===== src/rtl/pm64_issue_ctrl.sv =====
// pm64_issue_ctrl: issues buffered 64-bit operands to a pipelined operator and collects
// in-order results. Define PM64_TIMEOUT_EN to enable the DRAIN watchdog (LAT_MAX idle cycles).
module pm64_issue_ctrl #(
  parameter int DEPTH   = 8,
  parameter int LAT_MAX = 15
) (
  input  logic                     clk,
  input  logic                     rst,
  input  logic                     rst_user,
  input  logic                     wr_en,
  input  logic [$clog2(DEPTH)-1:0] wr_addr,
  input  logic [63:0]              wr_data,
  input  logic                     start,
  input  logic [4:0]               n_ops,
  output logic                     op_sta,
  output logic [63:0]              op_x,
  input  logic                     op_done,
  input  logic [63:0]              op_y,
  input  logic [$clog2(DEPTH)-1:0] rd_addr,
  output logic [63:0]              rd_data,
  output logic                     busy,
  output logic                     done_sig,
  output logic                     timeout_err
);
  localparam int AW = $clog2(DEPTH);
  localparam int IW = AW + 1;

  typedef enum logic [1:0] {IDLE, ISSUE, DRAIN, FINISH} state_e;

  state_e        state_q, state_d;
  logic [IW-1:0] cnt_q, cnt_d, cnt_sat;
  logic [IW-1:0] iss_idx_q, iss_idx_d;
  logic [IW-1:0] ret_idx_q, ret_idx_d;
  logic [63:0]   rd_data_q, rd_data_d;
  logic [63:0]   opnd_mem [DEPTH];
  logic [63:0]   res_mem  [DEPTH];
  logic          accept, opnd_we, res_we, tmo_fire;

  // Results are accepted only while a batch is live and not all of them are back.
  assign accept  = op_done && ((state_q == ISSUE) || (state_q == DRAIN)) && (ret_idx_q < cnt_q);
  assign res_we  = accept && !rst_user;
  assign opnd_we = wr_en && !busy && !rst_user;
  assign cnt_sat = ({1'b0, n_ops} > 6'(DEPTH)) ? IW'(DEPTH) : IW'(n_ops);

`ifdef PM64_TIMEOUT_EN
  localparam int TW = $clog2(LAT_MAX + 1);
  logic [TW-1:0] tmo_cnt_q, tmo_cnt_d;
  logic          tmo_err_q, tmo_err_d;

  always_comb begin
    tmo_cnt_d = tmo_cnt_q;
    tmo_err_d = tmo_err_q;
    tmo_fire  = 1'b0;
    if (rst_user || (state_q == IDLE && start)) begin
      tmo_cnt_d = '0;
      tmo_err_d = 1'b0;
    end else if (op_sta || accept) begin
      tmo_cnt_d = '0;
    end else if (state_q == DRAIN && ret_idx_q < cnt_q) begin
      tmo_cnt_d = tmo_cnt_q + TW'(1);
      if (tmo_cnt_d == TW'(LAT_MAX)) begin
        tmo_fire  = 1'b1;
        tmo_err_d = 1'b1;
      end
    end
  end

  always_ff @(posedge clk or negedge rst) begin
    if (!rst) begin
      tmo_cnt_q <= '0;
      tmo_err_q <= 1'b0;
    end else begin
      tmo_cnt_q <= tmo_cnt_d;
      tmo_err_q <= tmo_err_d;
    end
  end

  assign timeout_err = tmo_err_q;
`else
  assign tmo_fire    = 1'b0;
  assign timeout_err = 1'b0;
`endif

  always_ff @(posedge clk or negedge rst) begin
    if (!rst) begin
      state_q   <= IDLE;
      cnt_q     <= '0;
      iss_idx_q <= '0;
      ret_idx_q <= '0;
      rd_data_q <= '0;
    end else begin
      state_q   <= state_d;
      cnt_q     <= cnt_d;
      iss_idx_q <= iss_idx_d;
      ret_idx_q <= ret_idx_d;
      rd_data_q <= rd_data_d;
    end
  end

  always_comb begin
    state_d   = state_q;
    cnt_d     = cnt_q;
    iss_idx_d = iss_idx_q;
    ret_idx_d = accept ? ret_idx_q + IW'(1) : ret_idx_q;
    rd_data_d = rst_user ? '0 : res_mem[rd_addr];
    case (state_q)
      IDLE: begin
        if (start) begin
          cnt_d     = cnt_sat;
          iss_idx_d = '0;
          ret_idx_d = '0;
          state_d   = (cnt_sat == '0) ? FINISH : ISSUE;
        end
      end
      ISSUE: begin
        iss_idx_d = iss_idx_q + IW'(1);
        if (iss_idx_d == cnt_q) state_d = (ret_idx_d == cnt_q) ? FINISH : DRAIN;
      end
      DRAIN:   if (ret_idx_d == cnt_q) state_d = FINISH;
      FINISH:  state_d = IDLE;
      default: state_d = IDLE;
    endcase
    if (tmo_fire) state_d = IDLE;
    if (rst_user) begin
      state_d   = IDLE;
      cnt_d     = '0;
      iss_idx_d = '0;
      ret_idx_d = '0;
    end
  end

  always_comb begin
    op_sta   = (state_q == ISSUE);
    op_x     = op_sta ? opnd_mem[iss_idx_q[AW-1:0]] : '0;
    busy     = (state_q == ISSUE) || (state_q == DRAIN);
    done_sig = (state_q == FINISH);
  end

  // Buffers carry no reset so their contents survive rst_user.
  always_ff @(posedge clk) begin
    if (opnd_we) opnd_mem[wr_addr] <= wr_data;
    if (res_we)  res_mem[ret_idx_q[AW-1:0]] <= op_y;
  end

  assign rd_data = rd_data_q;
endmodule


===== config.mk =====
export PLATFORM = sky130hd
export DESIGN_NAME = pm64_issue_ctrl
export DESIGN_NICKNAME = d
export VERILOG_FILES = /design/src/rtl/pm64_issue_ctrl.sv
export SDC_FILE = /design/constraint.sdc
export NUM_CORES = 1
export LEC_CHECK = 0
export BUFFER_PORTS_ARGS = -buffer_cell sky130_fd_sc_hd__buf_2
export CAP_MARGIN = 20
export CORE_MARGIN = 10
export CORE_UTILIZATION = 45
export DETAILED_ROUTE_END_ITERATION = 8
export PLACE_DENSITY_LB_ADDON = 0.08
export RECOVER_POWER = 50
export SLEW_MARGIN = 20
export SYNTH_ARGS = -nofsm -noshare
export SYNTH_HDL_FRONTEND = slang
export SYNTH_SLANG_ARGS = --single-unit

===== constraint.sdc =====
create_clock -name clk -period 17.2 [get_ports clk]
set_input_delay 1.72 -clock clk [delete_from_list [all_inputs] [get_ports clk]]
set_output_delay 1.72 -clock clk [all_outputs]
set_load 0.03 [all_outputs]

==> results of run 1 <==
==> Yosys cell counts (2+ instances only) <==
| master | count | area (sq um) |
|---|---|---|
| a22oi_1 | 4 | 30.03 |
| dfrtp_1 | 78 | 1952 |
| mux2i_1 | 66 | 660.6 |
| nor3_1 | 8 | 40.04 |
| o2111ai_1 | 2 | 17.52 |
| nor4_1 | 2 | 12.51 |
| nand2b_1 | 4 | 25.02 |
| o21ai_1 | 2 | 10.01 |
| edfxtp_1 | 1024 | 30750 |
| nor2_1 | 94 | 352.8 |
| or3_1 | 2 | 12.51 |
| inv_1 | 8 | 30.03 |
| buf_6 | 2 | 22.52 |
| a21boi_0 | 64 | 480.5 |
| mux4_2 | 256 | 5766 |
| buf_2 | 23 | 115.1 |
| nand2_1 | 140 | 525.5 |
| xnor2_1 | 12 | 105.1 |
| buf_1 | 16 | 60.06 |
| o21ai_0 | 4 | 20.02 |
| nand3_1 | 5 | 25.02 |
| ha_1 | 10 | 125.1 |
| xor2_1 | 3 | 26.28 |
| nand4_1 | 3 | 18.77 |
| clkbuf_1 | 57 | 214.0 |
| and2_1 | 3 | 18.77 |
==> final cells by class <==
cell class | instances | area (sq um) | area share
Sequential cell | 1102 | 32710 | 0.6815
Multi-Input combinational cell | 705 | 8536 | 0.1778
Clock buffer | 151 | 3123 | 0.06507
Timing Repair Buffer | 314 | 1533 | 0.03193
Tap cell | 1186 | 1484 | 0.03092
Clock inverter | 58 | 565.5 | 0.01178
Inverter | 8 | 30.03 | 0.0006257
Antenna cell | 6 | 15.01 | 0.0003128
==> placed cells by master, fill, tap and decap left out, types with 2 or more instances in the layout <==
master,netlist,layout
a21boi_0,64,64
a22oi_1,4,4
and2_1,3,3
buf_2,23,142
buf_4,1,38
bufinv_16,0,11
clkbuf_1,57,157
clkbuf_16,0,115
clkbuf_8,0,12
clkinv_1,0,15
clkinv_2,0,26
clkinvlp_4,0,3
dfrtp_1,78,75
dfrtp_4,0,2
diode_2,0,6
edfxtp_1,1024,1024
ha_1,10,9
inv_1,8,7
inv_6,0,3
mux2i_1,66,66
mux4_2,256,256
nand2_1,140,140
nand2b_1,4,4
nand3_1,5,5
nand4_1,3,3
nor2_1,94,89
nor2_4,0,5
nor3_1,8,4
nor3_2,0,4
nor4_2,0,2
o2111ai_1,2,2
o21ai_0,4,4
o21ai_1,2,2
or3_1,2,2
xnor2_1,12,12
xor2_1,3,3
==> cell families (layout without fill, tap and decap cells) <==
kind of cell | count (synthesis) | after routing
AO/OA/AOI/OAI | 89 | 89
XOR/XNOR | 15 | 15
adder cells (fa/ha/maj) | 10 | 10
buffers and inverters | 107 | 531
flip-flops | 1102 | 1102
multiplexers | 323 | 323
other | 1 | 7
AND/OR/NAND/NOR | 267 | 267
==> how the worst max path moves through the flow <==
stage          slack [ns]  cells after the start                     start                       end
2_1_floorplan        8.15                      5                   op_done   res_mem[0][0]$_DFFE_PP_
3_3_place_gp        11.33                      6  iss_idx_q[0]$_DFFE_PN0P_                   op_x[1]
3_5_place_dp        11.31                      6  iss_idx_q[0]$_DFFE_PN0P_                   op_x[1]
4_1_cts             10.56                      6  iss_idx_q[0]$_DFFE_PN0P_                   op_x[1]
5_1_grt              9.45                      7                  rst_user  res_mem[7][61]$_DFFE_PP_
6_report             9.96                      7                  rst_user   res_mem[7][0]$_DFFE_PP_
==> stage by stage <==
stage	util	power, mW	area [sq um]	setup slack [ns]
final	0.5236	6.232	48000	9.958
after global routing	0.5235	6.472	47990	9.453
after CTS	0.5258	6.320	48190	10.56
after detailed placement	0.4855	3.905	44510	11.31
after global placement	0.4852	3.897	44480	11.33
after floorplan	-	3.648	41610	8.146
==> worst register-to-register path, stage by stage, from the launching register on <==
cell and delay [ns]:
dfrtp_1 0.40, inv_1 0.12, ha_1 0.42, nor2_1 0.17
nand3_1 0.27, nor2_1 1.24, buf_4 0.92
==> sequential cells by signal, indices dropped and copies added (netlist names) <==
register and count:
cnt_q 4, rd_data 64, res_mem 512, iss_idx_q 4, opnd_mem 512, ret_idx_q 4, state_q 2
==> power groups by stage <==
stage	logic [mW]	clock network (mW)	registers, mW
after global routing	0.849	2.58	3.04
after CTS	0.814	2.47	3.04
final	0.788	2.41	3.04
after global placement	0.805	0	3.09
after floorplan	0.565	0	3.08
after detailed placement	0.812	0	3.09
==> routing by layer <==
metal | track usage | up-vias | wire length, microns
li1 | - | 8468 | -
met1 | 0.2335 | 10410 | 38980
met2 | 0.3082 | 440 | 47990
met3 | 0.03844 | 150 | 5192
met4 | 0.04293 | 20 | 1860
met5 | 0 | - | 107
==> reports/qor.yml, run 1 <==
sta:
  worst-slew-pin-transition_ns: 3.687
  unrepaired_setup_endpoints_after_global_routing: "no"
  clock_skew_ns: 0.02410
  achievable-frequency_mhz: 138.1
  timing_max_transition_violations_final: 210
  timing.final.setup_violations: 0
  worst_slew_margin_rel: -1.458
  final_min_period_over_clock_period: 0.4210
  hold_viol: 0
  min_period_ns: 7.242
  setup_total_negative_slack_ns: 0
  timing.hold.ws_ns: 0.6037
logic_synthesis:
  synthCells: 1914
  synth_seq_area_share: 0.7858
  ys_ff_latch: 1102
  post_synth_fa_ha_maj_area_fraction: 0.003007
  synth_area_per_cell_sq_um: 21.74
  async_reset_ff_frac: 0.07078
  synth-edff-count: 1024
  net_count_of_the_mapped_netlist: 2069
  synth.cell_area_sq_um: 41610
  synth_top_family_by_area: "multiplexers"
  simple_gate_area_share_of_the_yosys_netlist: 0.02607
  ys_warn_count: 0
  synthesized_area_fraction_occupied_by_ao_oa_aoi_and_oai_cells: 0.01627
  yosys.area_share.xor_xnor: 0.003157
  synth_top_flop_cell: "edfxtp_1"
  yosys.cell_types.count: 48
  synth_mux_area_frac: 0.1548
critical_path:
  cp_cell_sequence: "clkbuf_1, clkbuf_1, inv_1, nand3_1, nor2_4, buf_4, buf_4"
  critPathRequiredTime_ns: 17.54
  buffering_stage_count_on_the_worst_path_with_inverters_included: 5
  worst_setup_path_end_kind: "flip-flop"
  critical_path.max_fanout: 56
  worst_reg2reg_startpoint: "state_q[0]$_DFFE_PN0P_"
  timing.critical_path.arrival_ns: 7.58
  worst-setup-path-type: "primary input to flip-flop"
  worst_r2r_endpoint: "opnd_mem[5][40]$_DFFE_PP_"
  rrSetupSlack_ns: 13.19
  cp_slowest_stage_delay_ns: 2.69
  crit_path_start_kind: "primary input"
  reg2reg_depth: 6
  crit_path_top_delay_cell: "clkbuf_1"
  crit_family: "buffers and inverters"
cells_and_area:
  layout.filler_cells: 7284
  area.growth.synth_to_final_pct: 15.34
  drive_above_1_share: 0.2686
  fin_cells: 3530
  layout_nets: 2398
job:
  drv_cap: 7
clock_network:
  cts.root.buffer_cell: "clkbuf_16"
  total_of_cells_resized_after_clock_tree_synthesis: 0
  cts.sink_count: 1102
  insertion_delay_ns: 0.68
  numCtsBuffers: 112
  cts-hold-fix-buffers: 0
  clock_transition_at_path_regs_ns: 0.06
  clockBufferDepth: 3
  post-cts-setup-buffer-count: 0
  ctsHtreeMaxLevel: 3
  clock_tree_from_tritoncts: "built"
detailed_routing:
  route.antenna.remaining_nets: 0
  drt-pass1-iter-count: 4
  initialDrtViolationCount: 1434
  detailroute.via_count: 19490
  via_per_inst: 5.520
  post_route_wl_microns: 94120
  drc_markers: 0
  detail_route.wl_per_cell_microns: 26.66
power:
  combinationalPowerShare: 0.126
  power.share.sequential: 0.487
  max-vdd-ir-drop_v: 0.00008391
  switchingPower_mw: 1.498
  p_clk_frac: 0.386
  internal_power_mw: 4.734
  power_density_nw_per_um2: 129.9
  total_leakage_power_nw: 15.81
  switching_share: 0.2404
floorplanning:
  core_sq_um: 91660
  die_height_microns: 324.1
  placementRows: 111
  dieArea_sq_um: 105000
  pin_count: 277
  die_w_microns: 324.1
  starting_density: 0.4540
worst_hold_path:
  worst_hold_path.endpoint: "state_q[0]$_DFFE_PN0P_"
  hold_path_startpoint: "state_q[0]$_DFFE_PN0P_"
  worst_hold_path_cells: 2
  min_path_type: "flip-flop to flip-flop"
outcome:
  outcome: "finished with violations"
  failed_checks: "capacitance limit, slew limit"
global_route:
  grt_max_degree: 73
  overflow: 0
  first_pass_grt_wire_length_microns: 138900
  first_global_vias: 21020
  antenna_found_initial: 17
  grt_util_all_layers: 0.1799
place:
  place_inst: 3315
  place.port_buffers: 275
  dp.final_hpwl_microns: 50260
  gp_congestion: 0.7211
Power figures use the tool's default switching activity.
==> inputs of run 2 (changes only) <==
- ABC_AREA: unset -> 1
- clock period: 17.2 -> 6.9 ns (I/O delays scaled with it)
==> reports/qor.yml, run 2 <==
outcome:
  outcome: "finished with violations"
  failed_checks: "capacitance limit, slew limit"
logic_synthesis:
  synth_top_area_frac: 0.7276
  synth-edff-count: 1024
  synth_area_per_cell_sq_um: 13.40
  synth.area.top_cells: "edfxtp_1, nor2_1, o21ai_0, dfrtp_1, o22ai_1"
  synth_seq_area_share: 0.7737
  synth.cells.most_frequent: "edfxtp_1, nor2_1, o21ai_0, o22ai_1, clkbuf_1"
  synth_most_common_cell: "edfxtp_1"
  net_count_of_the_mapped_netlist: 3309
  async_reset_ff_frac: 0.07078
  synth_area_leader_cell: "edfxtp_1"
  yosys.cell_types.count: 39
  synth_top_flop_cell: "edfxtp_1"
  synthCells: 3154
  ys_warn_count: 0
  ys_ff_latch: 1102
  synth.cell_area_sq_um: 42260
cells_and_area:
  drive_above_1_share: 0.09741
  layout.filler_cells: 7956
  area.growth.synth_to_final_pct: 14.48
  layout.cells.most_common: "edfxtp_1"
  commonest_non_fill_non_tap_cells_in_the_layout: "edfxtp_1, nor2_1, o21ai_0"
  layout_nets: 3527
sta:
  timing_max_transition_violations_final: 169
  setup_total_negative_slack_ns: 0
  achievable-frequency_mhz: 203.5
  hold_viol: 0
  min_period_ns: 4.915
  worst-slew-pin-transition_ns: 3.831
  unrepaired_setup_endpoints_after_global_routing: "no"
  final_min_period_over_clock_period: 0.7123
  timing.final.setup_violations: 0
  clock_skew_ns: 0.01772
  timing.hold.ws_ns: 0.3081
  worst_slew_margin_rel: -1.554
power:
  combinationalPowerShare: 0.142
  max-vdd-ir-drop_v: 0.0002331
  internal_power_mw: 11.75
  p_clk_frac: 0.385
  total_leakage_power_nw: 15.94
  p_total_mw: 16.03
  power.share.sequential: 0.473
  switching_share: 0.2665
  power_density_nw_per_um2: 331.2
  switchingPower_mw: 4.271
detailed_routing:
  detailroute.via_count: 26040
  drt-pass1-iter-count: 7
  route.antenna.remaining_nets: 0
  via_per_inst: 5.504
  post_route_wl_microns: 107500
  detail_route.wl_per_cell_microns: 22.72
  met2_length_microns: 54810
  met3_wirelength_microns: 6523
  initialDrtViolationCount: 2111
  top_layer: "met5"
  drc_markers: 0
  m1WireLength_microns: 43940
floorplanning:
  core_sq_um: 93190
  placementRows: 112
  starting_density: 0.4535
  dieArea_sq_um: 106600
  pin_count: 277
  die_height_microns: 326.5
  die_w_microns: 326.5
clock_network:
  clock_tree_from_tritoncts: "built"
  cts.sink_count: 1102
  insertion_delay_ns: 0.69
  ctsHtreeMaxLevel: 3
  cts-hold-fix-buffers: 0
  clock_transition_at_path_regs_ns: 0.06
  clockBufferDepth: 3
  numCtsBuffers: 116
  post-cts-setup-buffer-count: 0
  total_of_cells_resized_after_clock_tree_synthesis: 0
  cts.root.buffer_cell: "clkbuf_16"
place:
  gp_congestion: 0.7550
  place.port_buffers: 275
  dp.final_hpwl_microns: 55180
critical_path:
  critPathRequiredTime_ns: 7.45
  buffering_stage_count_on_the_worst_path_with_inverters_included: 2
  crit_path_start_kind: "primary input"
  worst-setup-path-type: "primary input to flip-flop"
  crit_family: "buffers and inverters"
  timing.critical_path.arrival_ns: 5.46
  cp_cell_sequence: "clkbuf_1, clkbuf_1, o21ai_0, o22ai_1, o21ai_0, a31oi_1"
  cp_slowest_stage_delay_ns: 2.38
  worst_setup_path_end_kind: "flip-flop"
  critical_path.max_fanout: 60
  crit_path_top_delay_cell: "clkbuf_1"
worst_hold_path:
  min_path_type: "primary input to flip-flop"
global_route:
  grt_util_all_layers: 0.1951
  antenna_found_initial: 21
  first_global_vias: 25920
  first_pass_grt_wire_length_microns: 160600
  overflow: 0
  grt_max_degree: 183
job:
  drv_cap: 4
[run 2: cell types whose count changed after synthesis, moves of 32 or more]
cell and change:
a31oi_1 +127, mux2i_1 -66, nor2_1 +693, o21ai_0 +559, mux4_2 -256, o21ai_1 +80
buf_2 +32, nand2_1 -96, o22ai_1 +133, a21boi_0 -64, clkbuf_1 +75
[run 2: area by class of cell]
cell class | count | area (sq um) | area share
Antenna cell | 8 | 20.02 | 0.0004137
Clock buffer | 162 | 3228 | 0.06672
Clock inverter | 54 | 578.1 | 0.01195
Inverter | 35 | 161.4 | 0.003336
Multi-Input combinational cell | 1803 | 8636 | 0.1785
Sequential cell | 1102 | 32710 | 0.6760
Tap cell | 1254 | 1569 | 0.03243
Timing Repair Buffer | 314 | 1484 | 0.03067
[run 2: final timing paths]
| kind | startpoint | to | slack [ns] | cells after the start |
|---|---|---|---|---|
| setup / recovery | rd_addr[1] | rd_data[36]$_DFF_PN0_ | 1.98 | 6 |
| hold / removal | n_ops[0] | cnt_q[0]$_DFFE_PN0P_ | 0.31 | 3 |
| setup reg to reg | state_q[0]$_DFFE_PN0P_ | res_mem[0][44]$_DFFE_PP_ | 3.10 | 8 |
| hold reg to reg | res_mem[1][55]$_DFFE_PP_ | rd_data[55]$_DFF_PN0_ | 0.58 | 2 |
| max in group asynchronous | rst | rd_data[13]$_DFF_PN0_ | 2.17 | 2 |
| min in group asynchronous | rst | rd_data[18]$_DFF_PN0_ | 1.33 | 1 |
[run 2: cell families after synthesis]
| logic type | share of synthesized area |
|---|---|
| flip-flops | 0.7737 |
| AO/OA/AOI/OAI | 0.1172 |
| XOR/XNOR | 0.0007995 |
| AND/OR/NAND/NOR | 0.08043 |
| other | 0.00008873 |
| adder cells (fa/ha/maj) | 0.002960 |
| buffers and inverters | 0.02478 |
[run 2: through the flow]
| stage | std cells | utilization | setup WS [ns] | instance area, sq um |
|---|---|---|---|---|
| floorplan | 3154 | - | 1.989 | 42260 |
| global placement | 4507 | 0.4805 | 2.751 | 44770 |
| detailed placement | 4507 | 0.4805 | 2.815 | 44780 |
| CTS | 4723 | 0.5213 | 2.072 | 48580 |
| global route | 4728 | 0.5191 | 1.362 | 48380 |
| finish | 4732 | 0.5192 | 1.985 | 48390 |
[run 2: power by group through the flow]
stage               registers, mW  clock network (mW)  logic, mW
floorplan                    7.71                   0       1.56
global placement             7.71                   0       2.27
detailed placement           7.72                   0       2.31
CTS                          7.58                6.31       2.31
global route                 7.60                6.59       2.52
finish                       7.58                6.17       2.27
[run 2: per-layer routing]
| metal | vias up | track usage |
|---|---|---|
| met5 | - | 0 |
| met4 | 24 | 0.04715 |
| met3 | 173 | 0.04163 |
| met2 | 660 | 0.3431 |
| met1 | 13110 | 0.2439 |
| li1 | 12080 | - |
[run 2: tightest hold or removal path, stage by stage]
cell     delay (ns)
buf_2          0.12
nand2_1        0.06
o22ai_1        0.07
==> inputs of run 3 (changes only) <==
- clock period: 6.9 -> 4.6 ns (I/O delays scaled with it)
==> reports/qor.yml, run 3 (synthesis results as in run 2) <==
floorplanning:
  pin_count: 277
  dieArea_sq_um: 106600
  core_sq_um: 93190
  starting_density: 0.4535
  die_w_microns: 326.5
  die_height_microns: 326.5
  placementRows: 112
worst_hold_path:
  min_path_type: "primary input to flip-flop"
  worst_hold_path_cells: 3
  hold_path_startpoint: "n_ops[0]"
  worst_hold_path.endpoint: "cnt_q[0]$_DFFE_PN0P_"
power:
  total_leakage_power_nw: 16.13
  power_density_nw_per_um2: 490.7
  max-vdd-ir-drop_v: 0.0003269
  p_total_mw: 24.01
critical_path:
  timing.critical_path.arrival_ns: 3.39
  critPathRequiredTime_ns: 4.14
  worst_setup_path_end_kind: "primary output"
  reg2reg_depth: 8
  crit_path_start_kind: "flip-flop"
  crit_path_top_delay_cell: "dfrtp_4"
  cp-startpoint: "iss_idx_q[0]$_DFFE_PN0P_"
  worst_reg2reg_startpoint: "state_q[0]$_DFFE_PN0P_"
  cp_cell_sequence: "inv_6, buf_4, o21ai_0, o22ai_1, o21ai_1, a31oi_1, buf_2"
  critical_path.max_fanout: 88
  cp_slowest_stage_delay_ns: 0.72
  buffering_stage_count_on_the_worst_path_with_inverters_included: 3
  rrSetupSlack_ns: 1.31
  crit_family: "buffers and inverters"
  worst_r2r_endpoint: "res_mem[6][12]$_DFFE_PP_"
  worst-setup-path-type: "flip-flop to primary output"
cells_and_area:
  drive_above_1_share: 0.1025
  commonest_non_fill_non_tap_cells_in_the_layout: "edfxtp_1, nor2_1, o21ai_0"
  fin_cells: 4771
  layout_nets: 3570
  final_cell_area_sq_um: 48930
  final_util: 0.5251
  layout.cells.most_common: "edfxtp_1"
  area.growth.synth_to_final_pct: 15.78
clock_network:
  post-cts-setup-buffer-count: 0
  clockBufferDepth: 3
  total_of_cells_resized_after_clock_tree_synthesis: 0
  clock_transition_at_path_regs_ns: 0.06
  clock_tree_from_tritoncts: "built"
  insertion_delay_ns: 0.70
  ctsHtreeMaxLevel: 3
  cts.root.buffer_cell: "clkbuf_16"
  numCtsBuffers: 112
  cts.sink_count: 1102
  cts-hold-fix-buffers: 33
detailed_routing:
  drc_markers: 0
  route.antenna.remaining_nets: 0
  post_route_wl_microns: 107600
  initialDrtViolationCount: 2084
  detailroute.via_count: 26250
  detail_route.wl_per_cell_microns: 22.56
  drt-pass1-iter-count: 5
  via_per_inst: 5.502
global_route:
  grt_most_used_layer: "met2"
  grt.met2_usage: 0.3308
  first_global_vias: 26280
  first_pass_grt_wire_length_microns: 162200
  overflow: 0
  global_route.usage.met3: 0.04495
  grtUsageMet1: 0.2515
  grt_util_all_layers: 0.1967
  grt_max_degree: 156
  antenna_found_initial: 20
place:
  gp_congestion: 0.7785
  place.port_buffers: 275
  placement.cell_area_sq_um: 45100
  place_inst: 4522
  dp.final_hpwl_microns: 55480
  place_worst_setup_slack_ns: 1.352
outcome:
  outcome: "finished with violations"
  failed_checks: "capacitance limit, slew limit"
sta:
  timing.hold.ws_ns: 0.08373
  worst-slew-pin-transition_ns: 2.284
  min_period_ns: 3.846
  achievable-frequency_mhz: 260.0
  setup_total_negative_slack_ns: 0
  clock_skew_ns: 0.02538
  hold_viol: 0
  timing_max_transition_violations_final: 73
  timing.final.setup_violations: 0
  worst_slew_margin_rel: -0.5309
  unrepaired_setup_endpoints_after_global_routing: "no"
  final_min_period_over_clock_period: 0.8362
  setup_slack_ns: 0.7536
job:
  drv_cap: 2
[run 3: changes by cell type in the layout (fill, tap and decap cells not counted), sizes merged]
cell | previous run | this run
buf | 129 | 136
diode | 8 | 6
clkbuf | 347 | 329
dlygate4sd3 | 0 | 33
clkinvlp | 3 | 9
bufinv | 12 | 15
clkinv | 35 | 46
inv | 39 | 38
[run 3: final cells by class]
| type | count | area (sq um) |
|---|---|---|
| Fill cell | 7912 | 44260 |
| Sequential cell | 1102 | 32710 |
| Multi-Input combinational cell | 1803 | 8638 |
| Clock buffer | 137 | 2937 |
| Timing Repair Buffer | 361 | 2111 |
| Tap cell | 1254 | 1569 |
| Clock inverter | 73 | 793.3 |
| Inverter | 35 | 160.2 |
| Antenna cell | 6 | 15.01 |
[run 3: power by group]
part	leakage [nW]	switching [mW]	total, mW	internal (mW)
logic	4.09	2.58	3.52	0.940
clock network	1.82	3.79	9.17	5.38
registers	10.2	0.129	11.3	11.2
[run 3: worst max path at each step]
stage                                   end  slack (ns)  cells after the start
CTS                                op_x[45]        0.65                      7
detailed placement  res_mem[6][5]$_DFFE_PP_        1.35                      8
floorplan           res_mem[0][0]$_DFFE_PP_       -0.31                      7
finish                             op_x[41]        0.75                      7
global placement                   op_x[45]        1.41                      7
global route                       op_x[10]        0.38                      7
[run 3: layer usage]
metal,part of all wire,wire (microns)
met5,0.0019,203
met2,0.49,52810
met1,0.42,45490
met3,0.058,6254
met4,0.027,2857
[run 3: tightest hold or removal path, cell delays in order]
cell,delay [ns]
buf_2,0.12
nand2_1,0.07
o22ai_1,0.07
